File: src/rtl/sccb_responder_pkg.sv
// Shared types for the SCCB responder.
// Contents: state_t (responder FSM states) and SCCB_BITS_PER_PHASE
// (eight payload bits plus one don't-care/ACK bit per phase).
package sccb_pkg;
    localparam int SCCB_BITS_PER_PHASE = 9;

    typedef enum logic [3:0] {
        IDLE,
        ID,
        ID_DC,
        SUB,
        SUB_DC,
        WDATA,
        WDATA_DC,
        RDATA,
        RDATA_NA,
        IGNORE
    } state_t;
endpackage

File: src/rtl/sccb_responder_if.sv
// Bus bundle between the SCCB responder and whatever sits around it
// (pads on one side, register file on the other).
// Signals:
//   sioc, siod_i   SCCB clock / data as seen on the pads
//   siod_oe        1 = responder pulls SIOD low
//   reg_addr       current sub-address
//   wr_en, wr_data one-cycle write strobe and its data
//   rd_data        register contents at reg_addr
//   rd_strobe      one-cycle pulse when rd_data is latched
//   busy           high from START until the following STOP
// Modports: slave = the responder, master = its environment.
interface sccb_responder_if;
    logic       sioc;
    logic       siod_i;
    logic       siod_oe;
    logic [7:0] reg_addr;
    logic       wr_en;
    logic [7:0] wr_data;
    logic [7:0] rd_data;
    logic       rd_strobe;
    logic       busy;

    modport slave (
        input  sioc, siod_i, rd_data,
        output siod_oe, reg_addr, wr_en, wr_data, rd_strobe, busy
    );

    modport master (
        output sioc, siod_i, rd_data,
        input  siod_oe, reg_addr, wr_en, wr_data, rd_strobe, busy
    );
endinterface

File: src/rtl/sccb_responder_line_sync.sv
// Synchronizes SIOC/SIOD into the system clock domain and decodes
// SIOC edges plus START/STOP conditions from the synchronized values.
// Ports:
//   clk, resetn  system clock, async active-low reset
//   sioc, siod   raw pad inputs
//   siod_s       synchronized SIOD (for bit sampling)
//   rise, fall   one-cycle SIOC edge pulses
//   start, stop  one-cycle START / STOP condition pulses
// SYNC_STAGES: legal range 2..3.
module sccb_line_sync #(
    parameter int SYNC_STAGES = 2
) (
    input  logic clk,
    input  logic resetn,
    input  logic sioc,
    input  logic siod,
    output logic siod_s,
    output logic rise,
    output logic fall,
    output logic start,
    output logic stop
);
    logic [SYNC_STAGES-1:0] sioc_ff, siod_ff;
    logic sioc_s, sioc_p, siod_p;

    // Reset to the idle-bus level (both lines high) so leaving reset
    // never looks like an edge or a START.
    always_ff @(posedge clk or negedge resetn) begin
        if (!resetn) begin
            sioc_ff <= '1;
            siod_ff <= '1;
            sioc_p  <= 1'b1;
            siod_p  <= 1'b1;
        end else begin
            sioc_ff <= {sioc_ff[SYNC_STAGES-2:0], sioc};
            siod_ff <= {siod_ff[SYNC_STAGES-2:0], siod};
            sioc_p  <= sioc_s;
            siod_p  <= siod_s;
        end
    end

    assign sioc_s = sioc_ff[SYNC_STAGES-1];
    assign siod_s = siod_ff[SYNC_STAGES-1];
    assign rise   = sioc_s & ~sioc_p;
    assign fall   = ~sioc_s & sioc_p;
    assign start  = sioc_s & siod_p & ~siod_s;
    assign stop   = sioc_s & ~siod_p & siod_s;
endmodule

File: src/rtl/sccb_responder.sv
// SCCB target model: decodes ID / sub-address / data phases from an
// oversampled SIOC/SIOD pair, presents 3-phase writes and 2-phase reads
// on a simple register port, and drives SIOD open-drain for read data.
// Ports:
//   clk, resetn  system clock (>= 8x SCCB bit rate), async active-low reset
//   bus          sccb_responder_if.slave (pads + register port)
// Optional build macro SCCB_RESP_AUTOINC_EN: auto-increment of reg_addr
// after each write/read plus burst writes and ACK-continued burst reads.
module sccb_responder
    import sccb_pkg::*;
#(
    parameter logic [6:0] DEV_ID      = 7'h21,
    parameter int         SYNC_STAGES = 2
) (
    input  logic            clk,
    input  logic            resetn,
    sccb_responder_if.slave bus
);
    logic rise, fall, start, stop, siod_s;

    sccb_line_sync #(.SYNC_STAGES(SYNC_STAGES)) u_sync (
        .clk    (clk),
        .resetn (resetn),
        .sioc   (bus.sioc),
        .siod   (bus.siod_i),
        .siod_s (siod_s),
        .rise   (rise),
        .fall   (fall),
        .start  (start),
        .stop   (stop)
    );

    state_t     state;
    logic [2:0] cnt;
    logic [7:0] shreg, shifted;
    logic       is_read;
    logic       siod_oe, wr_en, rd_strobe, busy;
    logic [7:0] reg_addr, wr_data;
`ifdef SCCB_RESP_AUTOINC_EN
    logic       ack;
`endif

    assign shifted = {shreg[6:0], siod_s};

    // In the *_DC / RDATA_NA states cnt is reused as a "9th rise still
    // pending" flag: entered at 1, cleared on the rise, acted on at the
    // fall that follows it.
    always_ff @(posedge clk or negedge resetn) begin
        if (!resetn) begin
            state     <= IDLE;
            cnt       <= '0;
            shreg     <= '0;
            is_read   <= 1'b0;
            siod_oe   <= 1'b0;
            wr_en     <= 1'b0;
            wr_data   <= '0;
            reg_addr  <= '0;
            rd_strobe <= 1'b0;
            busy      <= 1'b0;
`ifdef SCCB_RESP_AUTOINC_EN
            ack       <= 1'b0;
`endif
        end else begin
            wr_en     <= 1'b0;
            rd_strobe <= 1'b0;
`ifdef SCCB_RESP_AUTOINC_EN
            if (wr_en) reg_addr <= reg_addr + 8'd1;
`endif
            if (stop) begin
                state   <= IDLE;
                siod_oe <= 1'b0;
                busy    <= 1'b0;
            end else if (start) begin
                state   <= ID;
                cnt     <= 3'd7;
                busy    <= 1'b1;
                siod_oe <= 1'b0;
            end else begin
                case (state)
                    ID, SUB, WDATA: if (rise) begin
                        shreg <= shifted;
                        cnt   <= cnt - 3'd1;
                        if (cnt == 3'd0) begin
                            cnt <= 3'd1;
                            case (state)
                                ID: if (shifted[7:1] != DEV_ID) state <= IGNORE;
                                    else begin
                                        is_read <= shifted[0];
                                        state   <= ID_DC;
                                    end
                                SUB: begin
                                    reg_addr <= shifted;
                                    state    <= SUB_DC;
                                end
                                default: begin
                                    wr_data <= shifted;
                                    wr_en   <= 1'b1;
                                    state   <= WDATA_DC;
                                end
                            endcase
                        end
                    end
                    ID_DC, SUB_DC, WDATA_DC: begin
                        if (rise) cnt <= 3'd0;
                        else if (fall && cnt == 3'd0) begin
                            cnt <= 3'd7;
                            case (state)
                                ID_DC: if (is_read) begin
                                    // Latch the byte once; later rd_data changes are ignored.
                                    shreg     <= bus.rd_data;
                                    rd_strobe <= 1'b1;
                                    siod_oe   <= ~bus.rd_data[7];
                                    state     <= RDATA;
`ifdef SCCB_RESP_AUTOINC_EN
                                    reg_addr  <= reg_addr + 8'd1;
`endif
                                end else state <= SUB;
                                SUB_DC: state <= WDATA;
`ifdef SCCB_RESP_AUTOINC_EN
                                default: state <= WDATA;
`else
                                default: state <= WDATA_DC;
`endif
                            endcase
                        end
                    end
                    RDATA: if (fall) begin
                        if (cnt == 3'd0) begin
                            siod_oe <= 1'b0;
                            cnt     <= 3'd1;
                            state   <= RDATA_NA;
                        end else begin
                            cnt     <= cnt - 3'd1;
                            shreg   <= shreg << 1;
                            siod_oe <= ~shreg[6];
                        end
                    end
`ifdef SCCB_RESP_AUTOINC_EN
                    RDATA_NA: begin
                        if (rise) begin
                            cnt <= 3'd0;
                            ack <= ~siod_s;
                        end else if (fall && cnt == 3'd0 && ack) begin
                            shreg     <= bus.rd_data;
                            rd_strobe <= 1'b1;
                            siod_oe   <= ~bus.rd_data[7];
                            reg_addr  <= reg_addr + 8'd1;
                            cnt       <= 3'd7;
                            state     <= RDATA;
                        end
                    end
`endif
                    default: ;
                endcase
            end
        end
    end

    assign bus.siod_oe   = siod_oe;
    assign bus.reg_addr  = reg_addr;
    assign bus.wr_en     = wr_en;
    assign bus.wr_data   = wr_data;
    assign bus.rd_strobe = rd_strobe;
    assign bus.busy      = busy;
endmodule

File: src/flat_wrapper.sv
// flat-port wrapper written by rule: the top's interface ports become plain ports
module sccb_responder_flat import sccb_pkg::*;
#(
    parameter logic [6:0] DEV_ID      = 7'h21,
    parameter int         SYNC_STAGES = 2
)
  (clk, resetn, bus_sioc, bus_siod_i, bus_rd_data, bus_siod_oe, bus_reg_addr, bus_wr_en, bus_wr_data, bus_rd_strobe, bus_busy);
  sccb_responder_if bus_i ();
  input  logic clk;
  input  logic resetn;
  input wire logic [$bits(bus_i.sioc)-1:0] bus_sioc;
  input wire logic [$bits(bus_i.siod_i)-1:0] bus_siod_i;
  input wire logic [$bits(bus_i.rd_data)-1:0] bus_rd_data;
  output wire logic [$bits(bus_i.siod_oe)-1:0] bus_siod_oe;
  output wire logic [$bits(bus_i.reg_addr)-1:0] bus_reg_addr;
  output wire logic [$bits(bus_i.wr_en)-1:0] bus_wr_en;
  output wire logic [$bits(bus_i.wr_data)-1:0] bus_wr_data;
  output wire logic [$bits(bus_i.rd_strobe)-1:0] bus_rd_strobe;
  output wire logic [$bits(bus_i.busy)-1:0] bus_busy;
  assign bus_i.sioc = bus_sioc;
  assign bus_i.siod_i = bus_siod_i;
  assign bus_i.rd_data = bus_rd_data;
  assign bus_siod_oe = bus_i.siod_oe;
  assign bus_reg_addr = bus_i.reg_addr;
  assign bus_wr_en = bus_i.wr_en;
  assign bus_wr_data = bus_i.wr_data;
  assign bus_rd_strobe = bus_i.rd_strobe;
  assign bus_busy = bus_i.busy;
  sccb_responder #(.DEV_ID(DEV_ID), .SYNC_STAGES(SYNC_STAGES)) u_core (.clk(clk), .resetn(resetn), .bus(bus_i));
endmodule
File: config.mk
export PLATFORM = sky130hd
export DESIGN_NAME = sccb_responder_flat
export DESIGN_NICKNAME = d
export VERILOG_FILES = /design/src/rtl/sccb_responder_pkg.sv /design/src/rtl/sccb_responder_if.sv /design/src/rtl/sccb_responder_line_sync.sv /design/src/rtl/sccb_responder.sv /design/src/flat_wrapper.sv
export SDC_FILE = /design/constraint.sdc
export NUM_CORES = 1
export LEC_CHECK = 0
export ABC_AREA = 1
export CAP_MARGIN = 5
export CELL_PAD_IN_SITES_DETAIL_PLACEMENT = 1
export CELL_PAD_IN_SITES_GLOBAL_PLACEMENT = 1
export CORE_MARGIN = 4
export CORE_UTILIZATION = 40
export DETAILED_ROUTE_END_ITERATION = 6
export PLACE_DENSITY_LB_ADDON = 0.1
export SYNTH_ARGS = -nofsm -noshare
export SYNTH_HDL_FRONTEND = slang
export SYNTH_SLANG_ARGS = --single-unit
File: constraint.sdc
create_clock -name clk -period 1.95 [get_ports clk]
set_clock_uncertainty 0.05 [all_clocks]
set_input_delay 0.39 -clock clk [delete_from_list [all_inputs] [get_ports clk]]
set_output_delay 0.39 -clock clk [all_outputs]
set_load 0.1 [all_outputs]
# Word level (Yosys, flattened, before mapping)

Index checks and enable logic that the tools add are counted.

Equal/unequal tests: 26
Muxes and demuxes: 52
Reductions and logical operators: 17
Bitwise operators: 16
$add $sub $neg: 1

Operators with widths:

| cell               | number |
|---|---|
| $mux 7             | 7 |
| $mux 4             | 9 |
| $ne 4x1->1 const B | 8 |
| $mux 1             | 23 |
| $mux 3             | 7 |
| $pmux 7 s3         | 1 |
| $reduce_and 6->1   | 3 |
| $eq 4x3->1 const B | 4 |
| $reduce_and 7->1   | 2 |
| $pmux 4 s3         | 1 |
| $ne 2x1->1 const B | 5 |
| $not 1->1          | 10 |
| $reduce_and 10->1  | 1 |
| $pmux 3 s3         | 1 |
| $eq 4x2->1 const B | 2 |
| $pmux 4 s2         | 1 |
| $reduce_bool 4->1  | 2 |
| $ne 7x6->1 const B | 1 |
| $and 1x1->1        | 6 |
| $ne 3x1->1 const B | 2 |
| $pmux 3 s2         | 1 |
| $reduce_or 3->1    | 2 |
| $reduce_and 5->1   | 1 |
| $reduce_bool 5->1  | 1 |
| other kinds (10)   | 11 |

Logic and storage cells: 126
Register bits after elaboration: 41
Output and inout port bits: 20

# Logic depth before layout (Yosys ltp)

Word-level depth: 8
Gate-level depth with buffers: 10
Mapped depth without buffers: 10

# By module

From an unflattened synthesis, not the netlist that was laid out.

Cells, all modules: 265
Area, all modules: 2069.5 sq um

Modules (own cells, without submodules):

| module         | instances | seq. area each (sq um) | cells an instance | area each (sq um) |
|---|---|---|---|---|
| sccb_responder | 1         | 875.8                  | 251               | 1881.8 |
| sccb_line_sync | 1         | 157.7                  | 14                | 187.7 |

# Least setup slack after synthesis

Ideal clock, no wire load.

Path kind: register to register
Start: register u_core.u_sync.siod_p
End: register u_core.wr_data[0], in the netlist u_core.bus.wr_data[0]
Setup time: 122 ps
Period minus slack after synthesis: 1637 ps
Data required time: 1778 ps
Path slack: 313 ps
Path buffers: 1
Arrival time: 1464 ps
Cell stages (with the launch flop): 9
Path through: dfstp_2 -> inv_1 -> nand3_1 -> nand2_4 -> nor3_4 -> nand4_4 -> buf_6 -> nand2_1 -> o21ai_2

Word-level cells in the longest chain between the ends: 5
Elaborated cells on any way between the ends: 8

Ends and longest elaborated chain:

| element                               | RTL line                       | RTL |
|---|---|---|
| from (decl)                           | sccb_responder_line_sync.sv:24 | `logic sioc_s, sioc_p, siod_p;` |
| from (signal assigned)                | sccb_responder_line_sync.sv:38 | `siod_p <= siod_s;` |
| $not 1->1                             | sccb_responder_line_sync.sv:47 | `assign stop = sioc_s & ~siod_p & siod_s;` |
| $and 1x1->1 (2 in series)             | sccb_responder_line_sync.sv:47 |  |
| $not 1->1 (no source line)            | -                              |  |
| $reduce_and 6->1 (no source line) (*) | -                              |  |
| to (signal assigned)                  | sccb_responder.sv:96           | `wr_data <= shifted;` |
| to (decl)                             | sccb_responder.sv:38           | `logic [7:0] reg_addr, wr_data;` |

Mark *: on every way between the ends. The rest lies on a longest branch, timed or not.
A chain may end at the register's enable or synchronous reset.

# Final worst setup path

Start: register u_core.u_sync.siod_ff[1]
End: register u_core.reg_addr[5], in the netlist u_core.bus.reg_addr[5]

Word-level cells in the longest chain between the ends: 4
Elaborated cells on any way between the ends: 6

Ends and longest elaborated chain:

| element                               | RTL line                       | RTL |
|---|---|---|
| from (decl)                           | sccb_responder_line_sync.sv:23 | `logic [SYNC_STAGES-1:0] sioc_ff, siod_ff;` |
| from (signal assigned)                | sccb_responder_line_sync.sv:36 | `siod_ff <= {siod_ff[SYNC_STAGES-2:0], siod};` |
| $not 1->1                             | sccb_responder_line_sync.sv:46 | `assign start = sioc_s & siod_p & ~siod_s;` |
| $and 1x1->1                           | sccb_responder_line_sync.sv:46 |  |
| $not 1->1 (no source line)            | -                              |  |
| $reduce_and 6->1 (no source line) (*) | -                              |  |
| to (signal assigned)                  | sccb_responder.sv:92           | `reg_addr <= shifted;` |
| to (decl)                             | sccb_responder.sv:38           |  |

Marks and branches as above.

==> Implementation_results.wiki <==
{| class="wikitable"
! Metric !! Value
|-
| DRT iter0 DRCs || 78
|-
| Net Sw Frac || 0.535
|-
| Most frequent cells in the layout || 83 x nand2_1, 35 x dfrtp_1, 27 x inv_1
|-
| Global route overflow || 0
|-
| Global routing usage summed across all routing layers || 0.196
|-
| Leading area contributor after synthesis || dfrtp_1
|-
| Setup Slack @ Placement || around 17 ps
|-
| P per Cell Area || 1950 nW/µm²
|-
| Sort of element at the end of the critical path || flop
|-
| Non-Filler Instances || 365
|-
| Number of detailed-route iterations in the first pass || 4
|-
| Final worst-path setup slack || between 100 and 150 ps
|-
| TritonCTS clock tree || done
|-
| DIE HEIGHT || 80.3 µm
|-
| Sink count of the clock tree || 41
|-
| Vias in the first global route || 1907
|-
| Starting density of the core || 0.412
|-
| Seq pwr share || 0.263
|-
| Critical path launch point type || flop
|-
| Final critical-path required period || 1820 ps
|-
| Count of standard-cell rows || 26
|-
| Area growth, synth to finish || 31.4%
|-
| Placeable core region || 5070 µm²
|-
| Antenna-violating nets left || 0
|-
| Combinational cell fraction of total power || 0.601
|-
| Critical Setup Path Class || reg2reg
|-
| Average via count per standard cell || 5.01
|-
| Count of input and output buffers || 31
|-
| RSZ-0062 raised after global routing || true
|-
| Total inserted antenna cells || 0
|-
| HPWL Detailed || about 4300 µm
|-
| Fraction of final layout cells sized beyond drive strength 1 || 0.234
|-
| Share of the yosys chip area belonging to registers || 0.494
|-
| Vias after detailed routing || 1829
|-
| Required time at the endpoint of the critical path || 2080 ps
|-
| Global-route wire length before repair || 9670 µm
|-
| Part of the total power dissipated in the clock network || 0.136
|-
| Highest net fanout along the worst path || 16
|-
| Maximum number of pins on one net before global-route repair || 23
|-
| Number of unique standard cell types used by synthesis || 25
|-
| Total Neg Setup Slack || 0 ps
|-
| Detailed-route wire length || 5650 µm
|-
| Skew-Pair Late Insertion Delay || roughly 300 ps
|-
| Number of antenna violations at the first check in global routing || 0
|-
| Level count of the clock H-tree || 2
|-
| Clock Pin Slew Worst Setup and Hold Paths || 80 ps
|-
| Maximum clock frequency || 549 MHz
|-
| Max-Slew Margin vs Limit || 0.636
|-
| IO Count || 32
|-
| Final Cycle Share || 0.935
|-
| Top cells by area, synth || dfrtp_1 42%, nand2_1 15%, dfstp_2 7.5%
|-
| Final number of max-transition violations || 0
|-
| Root Buffer Master || clkbuf_8
|-
| Transition time of the tightest slew-check pin || 546 ps
|-
| Status || completed
|-
| Int Power || 2.49 mW
|-
| Synth top area share || 0.419
|-
| Max-capacitance violation count || 0
|-
| Die ar. || 6450 µm²
|-
| Detailed-route DRC error count || 0
|-
| Worst-case vdd ir drop || 0.785 mV
|-
| Netlist area before placement || roughly 2100 µm²
|-
| LEAKAGE || 1.36 nW
|-
| Number of hold-slack violations in the final timing report || 0
|-
| Ordered cell list for the critical path || inv_1 > nand3_2 > nand2_4 > nor3_4 > nand2_2 > nand2_1 > o21ai_1
|-
| Worst min path class || in2async
|-
| Die span in x || 80.3 µm
|-
| Routability Congestion || 0.843
|-
| Gate count of the mapped netlist || 255
|-
| Number of nets in the final layout || 306
|-
| Worst path arrival time || a little under 2000 ps
|-
| Clk buf depth || 2
|-
| Number of hold buffers added after cts || 0
|-
| Average cell area after synthesis || 8.20 µm²
|-
| FF+latch count, synth || 41
|-
| Power consumption || 5.35 mW
|-
| Cell Count Post-Placement || around 360
|-
| Post-DR wirelength/cell || 15.5 µm
|-
| Cts bufs inserted || 5
|-
| Most common library cell in the layout ignoring fill and taps || nand2_1
|-
| Slowest stage delay, CP || 580 ps
|-
| Mapped Nets || 267
|-
| Slowest stage cell, crit path || dfstp_2
|-
| Number of warnings reported in the yosys synthesis log || 0
|-
| Net load switching power || between 2 and 3 mW
|-
| Total of endpoints with negative setup slack in the final report || 0
|}
==> cells by family after synthesis <==
logic type,after synthesis,synth area share
AOI/OAI and AO/OA,43,0.125
buffers and inverters,31,0.0634
DFF,41,0.494
and+or+nand+nor,140,0.318
==> Yosys cell counts <==
cell / instances
nand2_1: 83
dfrtp_1: 35
inv_1: 27
nand3_1: 20
nor2_1: 16
o21ai_0: 15
o21ai_2: 11
o21ai_1: 10
dfstp_2: 6
nand2_2: 6
a21oi_1: 5
nor2_2: 4
nand2_4: 3
buf_6: 2
nand4_1: 2
a21boi_0: 1
buf_2: 1
inv_2: 1
nand3_2: 1
nand3b_1: 1
nand4_4: 1
nor2_8: 1
nor3_4: 1
nor4b_1: 1
o211ai_1: 1
==> through the flow <==
| step | util | instance area [µm²] | hold slack (ps) |
|---|---|---|---|
| finish | 0.542 | 2750 | 18.6 |
| global route | 0.542 | 2750 | 52.9 |
| CTS | 0.541 | 2750 | 32.3 |
| detailed placement | 0.513 | 2610 | 297 |
| global placement | 0.513 | 2610 | 296 |
| floorplan | - | 2090 | 44.4 |
==> flip-flops by register name, indices dropped and copies added (netlist names), 2 cells and up <==
name	cells
u_core.u_sync.sioc_ff	2
u_core.bus.reg_addr	8
u_core.shreg	7
u_core.bus.wr_data	8
u_core.state	4
u_core.cnt	3
u_core.u_sync.siod_ff	2
==> repair_timing <==
action                                  in CTS  in global routing
endpoints found under the setup margin       7                 10
buffers inserted                             1                  0
gates resized for setup                      0                  1
pin swaps                                    1                  0
==> layer usage <==
layer / track usage / vias up / part of all wire
li1: - / 897 / -
met1: 0.262 / 894 / 0.46
met2: 0.320 / 32 / 0.49
met3: 0.0415 / 6 / 0.035
met4: 0.0524 / 0 / 0.012
met5: 0 / - / 0
==> final cells by class <==
cell class | count | area (µm²)
multi-input cells | 183 | 930
inverters | 28 | 105
flip-flops and latches | 41 | 1030
repair buffers | 35 | 473
well taps | 70 | 87.6
fillers | 620 | 2330
clock buffers | 6 | 82.6
clock inverters | 2 | 37.5
==> path summary, 6_finish.rpt <==
kind	from	endpoint	slack, ps	cells after the start
max in group asynchronous	resetn	u_core.u_sync.sioc_ff[1]	1250	2
min	resetn	u_core.bus.wr_data[1]	20	1
min in group clk	u_core.u_sync.siod_ff[0]	u_core.u_sync.siod_ff[1]	310	0
max reg2reg	u_core.u_sync.siod_ff[1]	u_core.bus.reg_addr[5]	130	7
min reg2reg	u_core.u_sync.siod_ff[0]	u_core.u_sync.siod_ff[1]	310	0
max	u_core.u_sync.siod_ff[1]	u_core.bus.reg_addr[5]	130	7
==> critical path: cells and delay by family, from the launching register on <==
family	cells	cell delay, ps
AND/OR/NAND/NOR	5	880
flip-flops	1	580
buffers and inverters	1	120
AO/OA/AOI/OAI	1	70
==> power groups by stage <==
stage / clock, mW / combinational [mW] / sequential (mW)
after global placement: 0 / 3.14 / 1.40
final: 0.730 / 3.22 / 1.41
after detailed placement: 0 / 3.21 / 1.42
after CTS: 0.745 / 3.24 / 1.41
after floorplan: 0 / 1.40 / 2.25
after global routing: 0.789 / 3.50 / 1.44
Note: power is estimated with default switching activity, not from simulation.
